File: src/rtl/loader_pkg.sv
// Shared types for the boot loader: FSM state encoding and error codes.
package loader_pkg;
  typedef enum logic [2:0] {IDLE, LOAD, RUN, DONE, ERR} loader_state_t;

  localparam logic [1:0] ERR_NONE     = 2'd0;
  localparam logic [1:0] ERR_OVERFLOW = 2'd1;
  localparam logic [1:0] ERR_TIMEOUT  = 2'd2;
endpackage

File: src/rtl/sat_counter.sv
// Width-parameterised up counter that sticks at all-ones; clear beats enable.
module sat_counter #(
  parameter int W = 16
) (
  input  logic         clk,
  input  logic         reset,
  input  logic         clr,
  input  logic         en,
  output logic [W-1:0] count
);
  always_ff @(posedge clk or posedge reset) begin
    if (reset)                         count <= '0;
    else if (clr)                      count <= '0;
    else if (en && (count != {W{1'b1}})) count <= count + 1'b1;
  end
endmodule

File: src/rtl/prog_loader.sv
// Boot sequencer: streams a program into instruction memory, then runs the core
// and counts cycles until done. Optional watchdog: define LOADER_TIMEOUT_EN.
module prog_loader
  import loader_pkg::*;
#(
  parameter int          PC_W    = 6,
  parameter int          INSTR_W = 9,
  parameter int          CNT_W   = 16,
  parameter int unsigned TIMEOUT = 4000
) (
  input  logic               clk,
  input  logic               reset,
  input  logic               start,
  input  logic               in_valid,
  input  logic [INSTR_W-1:0] in_data,
  input  logic               in_last,
  output logic               in_ready,
  output logic               im_wen,
  output logic [PC_W-1:0]    im_waddr,
  output logic [INSTR_W-1:0] im_wdata,
  output logic               core_reset,
  input  logic               core_done,
  output logic               busy,
  output logic               finished,
  output logic               error,
  output logic [1:0]         err_code,
  output logic [PC_W:0]      prog_len,
  output logic [CNT_W-1:0]   cycle_count
);
`ifdef LOADER_TIMEOUT_EN
  localparam bit TMO_EN = 1'b1;
`else
  localparam bit TMO_EN = 1'b0;
`endif

  loader_state_t   state, nxt;
  logic [PC_W-1:0] addr;
  logic            clr, accept, ovf, tmo, tmo_hit, cnt_en;

  assign tmo     = TMO_EN && (cycle_count == CNT_W'(TIMEOUT));
  assign tmo_hit = (state == RUN) && !core_done && tmo;
  assign cnt_en  = (state == RUN) && !core_done && !tmo;

  always_ff @(posedge clk or posedge reset) begin
    if (reset) state <= IDLE;
    else       state <= nxt;
  end

  always_comb begin
    nxt      = state;
    clr      = 1'b0;
    accept   = 1'b0;
    ovf      = 1'b0;
    in_ready = 1'b0;
    case (state)
      IDLE, DONE, ERR: if (start) begin
        nxt = LOAD;
        clr = 1'b1;
      end
      LOAD: begin
        in_ready = 1'b1;
        if (in_valid) begin
          accept = 1'b1;
          if (in_last) nxt = RUN;
          else if (addr == {PC_W{1'b1}}) begin
            nxt = ERR;
            ovf = 1'b1;
          end
        end
      end
      RUN: begin
        if (core_done)    nxt = DONE;
        else if (tmo_hit) nxt = ERR;
      end
      default: nxt = IDLE;
    endcase
  end

  // The top-address word is still written before the overflow error is taken.
  always_ff @(posedge clk or posedge reset) begin
    if (reset) begin
      addr     <= '0;
      prog_len <= '0;
      err_code <= ERR_NONE;
    end else begin
      if (clr) begin
        addr     <= '0;
        prog_len <= '0;
      end else if (accept) begin
        addr     <= addr + 1'b1;
        prog_len <= prog_len + 1'b1;
      end
      if (clr)          err_code <= ERR_NONE;
      else if (ovf)     err_code <= ERR_OVERFLOW;
      else if (tmo_hit) err_code <= ERR_TIMEOUT;
    end
  end

  sat_counter #(.W(CNT_W)) u_cyc (
    .clk   (clk),
    .reset (reset),
    .clr   (clr),
    .en    (cnt_en),
    .count (cycle_count)
  );

  assign im_wen     = accept;
  assign im_waddr   = accept ? addr : '0;
  assign im_wdata   = accept ? in_data : '0;
  assign core_reset = (state != RUN);
  assign busy       = (state == LOAD) || (state == RUN);
  assign finished   = (state == DONE);
  assign error      = (state == ERR);
endmodule

File: config.mk
export PLATFORM = sky130hd
export DESIGN_NAME = prog_loader
export DESIGN_NICKNAME = d
export VERILOG_FILES = /design/src/rtl/loader_pkg.sv /design/src/rtl/sat_counter.sv /design/src/rtl/prog_loader.sv
export SDC_FILE = /design/constraint.sdc
export NUM_CORES = 1
export LEC_CHECK = 0
export ABC_CLOCK_PERIOD_IN_PS = 1900
export CAP_MARGIN = 15
export CORE_MARGIN = 5
export CORE_UTILIZATION = 42
export CTS_CLUSTER_DIAMETER = 50
export DETAILED_ROUTE_END_ITERATION = 10
export PLACE_DENSITY_LB_ADDON = 0.25
export SYNTH_ARGS = -nofsm -noshare
export SYNTH_HDL_FRONTEND = slang
export SYNTH_SLANG_ARGS = --single-unit
File: constraint.sdc
create_clock -name clk -period 1.9 [get_ports clk]
set_clock_uncertainty 0.1 [all_clocks]
set_input_delay 0.285 -clock clk [delete_from_list [all_inputs] [get_ports clk]]
set_output_delay 0.285 -clock clk [all_outputs]
set_load 0.01 [all_outputs]
After elaboration in Yosys (flattened, before gate mapping) --
Index checks and enable logic that the tools add are counted.
Cells by class: reductions and logical operators 10, add/subtract/negate cells 3, equality and inequality tests 11, multiplexer cells 25
Operators by type and width (count):
- 16-bit two-way mux | 2
- 6-bit two-way mux | 3
- 16-bit by 1-bit adder with 16-bit output (second input constant) | 1
- 16-bit != test (second input constant) | 1
- 3-bit two-way mux | 5
- 7-bit two-way mux | 2
- 1-bit two-way mux | 9
- 9-bit two-way mux | 1
- 3-bit one-hot mux with 3 select lines | 1
- 7-bit by 1-bit adder with 7-bit output (second input constant) | 1
- 6-bit by 1-bit adder with 6-bit output (second input constant) | 1
- 3-bit by 2-bit equality test with 1-bit output (second input constant) | 2
- 6-bit equality test (second input constant) | 1
- 2-bit != test (second input constant) | 3
- 2-bit nonzero test | 3
- 2-bit two-way mux | 2
- 4-bit AND reduction | 1
- 3-bit by 1-bit equality test with 1-bit output (second input constant) | 1
- 3-bit equality test (second input constant) | 1
- 3-bit zero test | 1
- 3-bit by 2-bit != test with 1-bit output (second input constant) | 1
- 3-bit != test (second input constant) | 1
- 3-bit OR reduction | 1
- 1-bit logical AND | 2
- other kinds (2) | 2
Storage, ports and cells: logic and storage cells 54, bits of input ports 15, bits in registers 34

Depth between registers and ports, before layout --
Gate-level depths: netlist of the first run.
depth after elaboration 7, gate-level depth with buffers 7

Cells and area by module --
A second synthesis of the first run with hierarchy kept.
Unflattened totals: cells, all modules 224, area total of the unflattened synthesis 2024.4 µm²
By module, submodules not included:
- prog_loader | cells each 123, area an instance 1092.3 µm², instances 1
- sat_counter | cells each 101, area an instance 932.1 µm², instances 1

Worst setup path after synthesis of the first run --
OpenSTA, ideal clock, no wires.
path type reg-to-reg, start register u_cyc.count[0], end register u_cyc.count[12], stages on the path, launching flop included 6, path buffers 0, arrival 1765 ps, setup time 124 ps, data required time 1676 ps, period minus slack after synthesis 1989 ps, path slack -89 ps, cells stage by stage dfrtp_1 > ha_1 > inv_1 > or4_1 > o211a_1 > a211o_1
On the way: cells in the longest elaborated chain, start to end 3, elaborated cells on any way between the ends 6
RTL lines:
- from (decl) | RTL line sat_counter.sv:9 | output logic [W-1:0] count
- from (signal assigned) | RTL line sat_counter.sv:14 | else if (en && (count != {W{1'b1}})) count <= count + 1'b1;
- 16-bit by 1-bit adder with 16-bit output or 16-bit != test (tied branches) | RTL line sat_counter.sv:14
- 16-bit two-way mux or 1-bit logical AND (tied branches) | RTL line sat_counter.sv:14
- 16-bit two-way mux or 2-bit nonzero test (tied branches)
Several ways; a longest one is shown, not always the timed one. The select of a mux whose other input is x is not followed. A chain may end at the register's enable or synchronous reset.

Final worst setup path of the first run --
start register state[2], end register u_cyc.count[15]
On the way: cells in the longest elaborated chain, start to end 4, elaborated cells on any way between the ends 10
RTL lines:
- from (decl) | RTL line prog_loader.sv:36 | loader_state_t state, nxt;
- from (signal assigned) | RTL line prog_loader.sv:46 | else state <= nxt;
- 3-bit by 2-bit equality test with 1-bit output, or another cell as far along | RTL line prog_loader.sv:55 | case (state)
- 3-bit OR reduction or 1-bit logical AND (tied branches) | RTL line prog_loader.sv:55, prog_loader.sv:42
- 1-bit two-way mux or 1-bit logical AND (tied branches) | RTL line prog_loader.sv:55, sat_counter.sv:14
- 16-bit two-way mux or 2-bit nonzero test (tied branches)
Several ways; a longest one is shown, not always the timed one.

==> results.md, run 1 <==
* Min cycle time layout at 2.12 ns
* Root Driver: clkbuf_8
* Boundary Pins at 61
* Crit Path Class: reg -> reg
* Bufs on Longest Clock Path at 2
* Post-synth EDFFs at 0
* Vias in the first global route at 2160
* Largest family of logic cells by synthesized area: simple AND/OR/NAND/NOR gates
* Clk network pwr share at 0.170
* Critical path's largest stage delay at 0.57 ns
* Core area at 4440 um2
* I/O Buffers at 59
* Pwr dens at 907 nW/um2
* Die Y at 78.3 um
* Min setup slack post-route at -0.224 ns
* Final period util at 1.12
* Seq/Total Area, Yosys at 0.421
* Chip width at 78.3 um
* Fin Setup TNS at -2.89 ns
* Hold-fix buffers at CTS at 0
* CP startpoint kind: flip-flop
* Final cell area excluding filler cells at 3470 um2
* GRT Total Usage at 0.207
* Synthesized net count at 233
* DR vias/cell at 5.81
* Area contributors post-synth: dfrtp_1, and2_1, nand2_1, xor2_1, or4_1
* Die ar. at 6130 um2
* DRT Pass-1 Iters at 4
* Ys flop type: dfrtp_1
* # rows at 24
* Final net count at 352
* Leak at 0.00151 uW
* Post-Syn Area at 1960 um2
* Synth warn at 0
* RSZ-0062 raised after global routing: true
* Synth cell types at 45
* Critical Path AT at 2.25 ns
* CP max stage cell: or4b_4
* Worst-path clk slew at 0.07 ns
* Failing checks: setup timing
* Fillers at 270
* Simple-Gate Fraction of Synth Area at 0.281
* Initial antenna violation count at 0
* Largest net degree at the start of global routing at 34
* Peak VDD IR at 557 uV
* Total CTS buffers at 5
* Count leader, synth: dfrtp_1
* Max Cap Violations at 0
* Cells after synthesis at 215
* Clock Sinks at 33
* Mux cell area share after synthesis at 0.0364
* Adder-cell share of the synthesized area at 0.0191
* Synth async-reset ratio at 1.00
* Net Sw Frac at 0.359
* CP Max Fanout at 6
* Layout cell share with drive strength beyond 1 at 0.440
* Avg Cell Area, Syn at 9.12 um2
* Clock latency at the later pin of the worst-skew pair at 0.29 ns
* Sequential Power Share at 0.284
* Placed inst area at 2860 um2
* Crit. End Element: flip-flop
* Crit-path cells: buf_6, or4b_4, buf_6, nor2_2, or4b_4, nand3_2
* Starting Density at 0.441
* Slew Viols, Final at 0
* Routed Antenna Nets at 0
* CTS H-tree lvls at 2
* Post-synth top area share at 0.421
* Total grt overflow at 0
* DRT Wirelength at 6780 um
* Critical Path RT at 2.03 ns
* Total chip power at 3150 uW
* Area Overhead vs Synth at 76.9%
* Commonest cells in the netlist: dfrtp_1, nand2_1, and2_1, nor2_1, nand3_1
* GP Congestion at 0.921
* Antenna diodes at 0
* Hold Vio Cnt, Final at 0
* DR DRC count at 0
* Total net switching power at 1130 uW
* Synth Area in Compound Gates at 0.153
* Comb power frac at 0.546
* Outcome: finished, violations left
* Dpl ws at -0.492 ns
* Hold crit path type: in -> async
* Post-Synth XOR/XNOR Area at 0.0447
* Setup violators final at 30
* Fmax at 471 MHz
* DP Wirelength at 3950 um
* CTS tree: built
* DR vias at 2244
* Global-route wire length before repair at 10100 um
* Wire per inst at 17.6 um
* Synth area leader: dfrtp_1
* Initial DRC count at 200
* Design internal power at 2020 uW
* #FFs+latches synth at 33
-- metal layers --
layer	wire, um	up-vias	GRT usage	share of wire
li1	-	1028	-	-
met3	344	18	0.0446	0.051
met2	3440	84	0.359	0.51
met4	150	0	0.0892	0.022
met1	2850	1114	0.249	0.42
met5	0	-	0	0
-- path summary, 6_finish.rpt --
kind / start / endpoint / slack, ns / depth (start not counted)
setup reg to reg: state[2]$_DFFE_PP0P_ / u_cyc.count[15]$_DFFE_PP0P_ / -0.22 / 6
hold / removal: reset / addr[1]$_DFFE_PP0P_ / 0.28 / 3
hold reg to reg: prog_len[6]$_DFFE_PP0P_ / prog_len[6]$_DFFE_PP0P_ / 0.40 / 1
min in group clk: prog_len[6]$_DFFE_PP0P_ / prog_len[6]$_DFFE_PP0P_ / 0.40 / 1
setup / recovery: state[2]$_DFFE_PP0P_ / u_cyc.count[15]$_DFFE_PP0P_ / -0.22 / 6
max in group asynchronous: reset / u_cyc.count[1]$_DFFE_PP0P_ / 1.10 / 3
-- through the flow --
| step | cells | util | hold slack [ns] |
|---|---|---|---|
| finish | 386 | 0.780 | 0.280 |
| global route | 386 | 0.780 | 0.320 |
| CTS | 381 | 0.728 | 0.300 |
| detailed placement | 351 | 0.643 | 0.388 |
| global placement | 351 | 0.643 | 0.379 |
| floorplan | 215 | - | 0.314 |
-- cell type report --
cell class	count	area (um2)	area share
clock buffers	7	86.3	0.0249
repair buffers	123	1140	0.328
multi-input cells	163	1320	0.380
well taps	52	65.1	0.0188
inverters	8	32.5	0.00938
flip-flops and latches	33	831	0.240
-- placed cells by master, fill, tap and decap left out, types with 3 or more instances in the layout --
master and instances:
clkbuf_8 6, clkdlybuf4s50_1 38, and2_4 13, nand2_1 18, nand3_1 8, buf_4 41
nor4_4 3, a31oi_1 3, or4_4 5, o211ai_1 6, buf_2 6, a21oi_2 4
and2_1 3, dfrtp_2 4, nand4_1 9, buf_6 35, dfrtp_1 29, nor2_1 14
xor2_1 8, mux2i_1 6, inv_1 6, or4_1 4, o31ai_1 5
-- registers in the layout (all words and copies together), names as in the netlist --
register	cells
err_code	1
u_cyc.count	16
prog_len	7
addr	6
state	3
-- worst max-delay path, delay by kind of cell, from the launching register on --
family / cells / cell delay (ns)
buf+inv: 2 / 0.30
simple gates: 4 / 1.22
flops: 1 / 0.44
-- power groups by stage --
| stage | registers (uW) | clock network, uW | logic [uW] |
|---|---|---|---|
| floorplan | 899 | 0 | 551 |
| global placement | 896 | 0 | 1120 |
| detailed placement | 900 | 0 | 1140 |
| CTS | 880 | 543 | 1450 |
| global route | 899 | 583 | 1840 |
| finish | 892 | 536 | 1720 |
-- repair_timing --
item                       CTS  global route
gates resized for setup    127            60
pin swaps                   11            26
gates cloned                 2             1
setup endpoints to repair   28            45
setup buffers               22             6
-- cell families after synthesis --
group	Yosys count
buffers and inverters	19
DFF	33
adders and majority gates	3
AOI/OAI and AO/OA	42
and+or+nand+nor	100
muxes	7
xor gates and xnor gates	10
other	1
No activity file was read; power rests on OpenSTA's default activity.
==> run 2, diff against run 1 <==
- MAX_ROUTING_LAYER: not set -> met4
==> run 2 against run 1 <==
  * The flow still finishes with violations (setup timing)
  * Non-clock buffer count did not move
  * Via count is 1.6% lower
  * Count of clock-buffer cells in the layout unchanged
  * Combinational power hardly changed
  * Sequential share of layout area unchanged
  * Utilization unchanged
==> results.md, run 2 (synthesis gave the netlist of run 1 again) <==
* Outcome: finished, violations left
* Failing checks: setup timing
* Bufs on Longest Clock Path at 2 (unchanged)
* CTS tree: built
* Pwr dens at 907 nW/um2 (about the same)
* Vias in the first global route at 2157 (-0.14%)
* CTS H-tree lvls at 2 (unchanged)
* Root Driver: clkbuf_8
* CP delay by family, top: simple AND/OR/NAND/NOR gates
* DRT Wirelength at 6790 um (+0.21%)
* Wire per inst at 17.6 um (+0.21%)
* Reg-to-reg slack, setup at -0.22 ns (about the same)
* Chip width at 78.3 um (unchanged)
* Fin Setup TNS at -2.86 ns (+0.0331 ns)
* WHS at 0.279 ns (-0.000582 ns)
* Fmax at 472 MHz (+0.35%)
* DR DRC count at 0 (unchanged)
* Most common cell after layout, fill and taps aside: buf_4
* DR vias at 2208 (-1.6%)
* Crit Path Class: reg -> reg
* Dpl ws at -0.492 ns (unchanged)
* Commonest cells after routing, fill and taps aside: buf_4, clkdlybuf4s50_1, buf_6
* Slew Viols, Final at 0 (unchanged)
* CP max stage cell: or4b_4
* CP Max Fanout at 6 (unchanged)
* DRT Pass-1 Iters at 4 (unchanged)
* Core area at 4440 um2 (unchanged)
* Global-route wire length before repair at 10100 um (unchanged)
* Starting Density at 0.441 (unchanged)
* Crit-path cells: buf_6, or4b_4, buf_6, nor2_2, or4b_4, nand3_2
* Die Y at 78.3 um (unchanged)
* Hold crit path type: in -> async
* GRT Total Usage at 0.214 (+0.00622)
* # rows at 24 (unchanged)
* Min cycle time layout at 2.12 ns (-0.00740 ns)
* DP Wirelength at 3950 um (unchanged)
* CP startpoint kind: flip-flop
* Crit. End Element: flip-flop
* Largest Register: u_cyc.count
* DR vias/cell at 5.72 (-1.6%)
* Hold Vio Cnt, Final at 0 (unchanged)
* Critical Path RT at 2.03 ns (about the same)
* Largest register FFs at 16 (unchanged)
* Placed inst area at 2860 um2 (unchanged)
* Critical path's largest stage delay at 0.57 ns (about the same)
* RSZ-0062 raised after global routing: true
* Layout cell share with drive strength beyond 1 at 0.440 (unchanged)
* I/O Buffers at 59 (unchanged)
* Boundary Pins at 61 (unchanged)
* Final net count at 352 (unchanged)
* Initial DRC count at 164 (-18%)
* Final period util at 1.11 (-0.00389)
* Buf+Inv Stages, Crit Path at 2 (unchanged)
* Max Cap Violations at 0 (unchanged)
* Total CTS buffers at 5 (unchanged)
* Die ar. at 6130 um2 (unchanged)
* Area Overhead vs Synth at 76.9% (unchanged)
* Critical Path AT at 2.24 ns (about the same)
* Routed Antenna Nets at 0 (unchanged)
* Total grt overflow at 0 (unchanged)
* Hold-fix buffers at CTS at 0 (unchanged)
* Initial antenna violation count at 0 (unchanged)
* Clock Sinks at 33 (unchanged)
* Clock latency at the later pin of the worst-skew pair at 0.29 ns (about the same)
* GP Congestion at 0.938 (+1.8%)
* Antenna diodes at 0 (unchanged)
* Min setup slack post-route at -0.217 ns (+0.00740 ns)
* Worst-path clk slew at 0.07 ns (about the same)
* Largest net degree at the start of global routing at 34 (unchanged)
* Top flop regs: u_cyc.count (16), prog_len (7), addr (6)
* Peak VDD IR at 558 uV (about the same)
* Final cell area excluding filler cells at 3470 um2 (unchanged)
* Leak at 0.00151 uW (unchanged)
* Setup violators final at 30 (unchanged)
[run 2: cell counts in the layout (fill, tap and decap cells not counted)]
Identical to the previous run, type by type.
[run 2: final cells by class]
class                   instances  area (um2)
repair buffers                123        1140
well taps                      52        65.1
clock buffers                   7        86.3
fillers                       270         976
inverters                       8        32.5
flip-flops and latches         33         831
multi-input cells             163        1320
[run 2: where the power goes]
| group | switching (uW) | internal (uW) | total [uW] |
|---|---|---|---|
| registers | 99.9 | 791 | 891 |
| logic | 780 | 938 | 1720 |
| clock network | 249 | 287 | 537 |
| total | 1130 | 2020 | 3150 |
[run 2: stage by stage]
step,utilization,total power (uW),cells
after floorplan,-,1450,215
after global placement,0.643,2020,351
after detailed placement,0.643,2040,351
after CTS,0.728,2870,381
after global routing,0.780,3320,386
final,0.780,3150,386
[run 2: repair_timing]
action / 4_1_cts / 5_1_grt
setup endpoints to repair: 28 / 45
resized for setup: 127 / 60
buffers inserted: 22 / 6
cloned: 2 / 1
pin swaps: 11 / 26
[run 2: worst paths after layout]
path,start,end,depth (start not counted)
max in group asynchronous,reset,u_cyc.count[1]$_DFFE_PP0P_,3
worst max-delay path,state[2]$_DFFE_PP0P_,u_cyc.count[15]$_DFFE_PP0P_,6
worst min register to register,prog_len[6]$_DFFE_PP0P_,prog_len[6]$_DFFE_PP0P_,1
worst max register to register,state[2]$_DFFE_PP0P_,u_cyc.count[15]$_DFFE_PP0P_,6
min in group clk,prog_len[6]$_DFFE_PP0P_,prog_len[6]$_DFFE_PP0P_,1
worst min-delay path,reset,addr[1]$_DFFE_PP0P_,3
[run 2: per-layer routing]
layer,wire length (um),GRT usage,up-vias
li1,-,-,1026
met5,0,-,-
met3,364,0.0423,21
met4,170,0.0892,0
met2,3410,0.359,84
met1,2850,0.251,1077
[run 2: tightest hold or removal path, cell delays in order]
cell	delay (ns)
clkdlybuf4s50_1	0.39
inv_1	0.05
buf_4	0.36
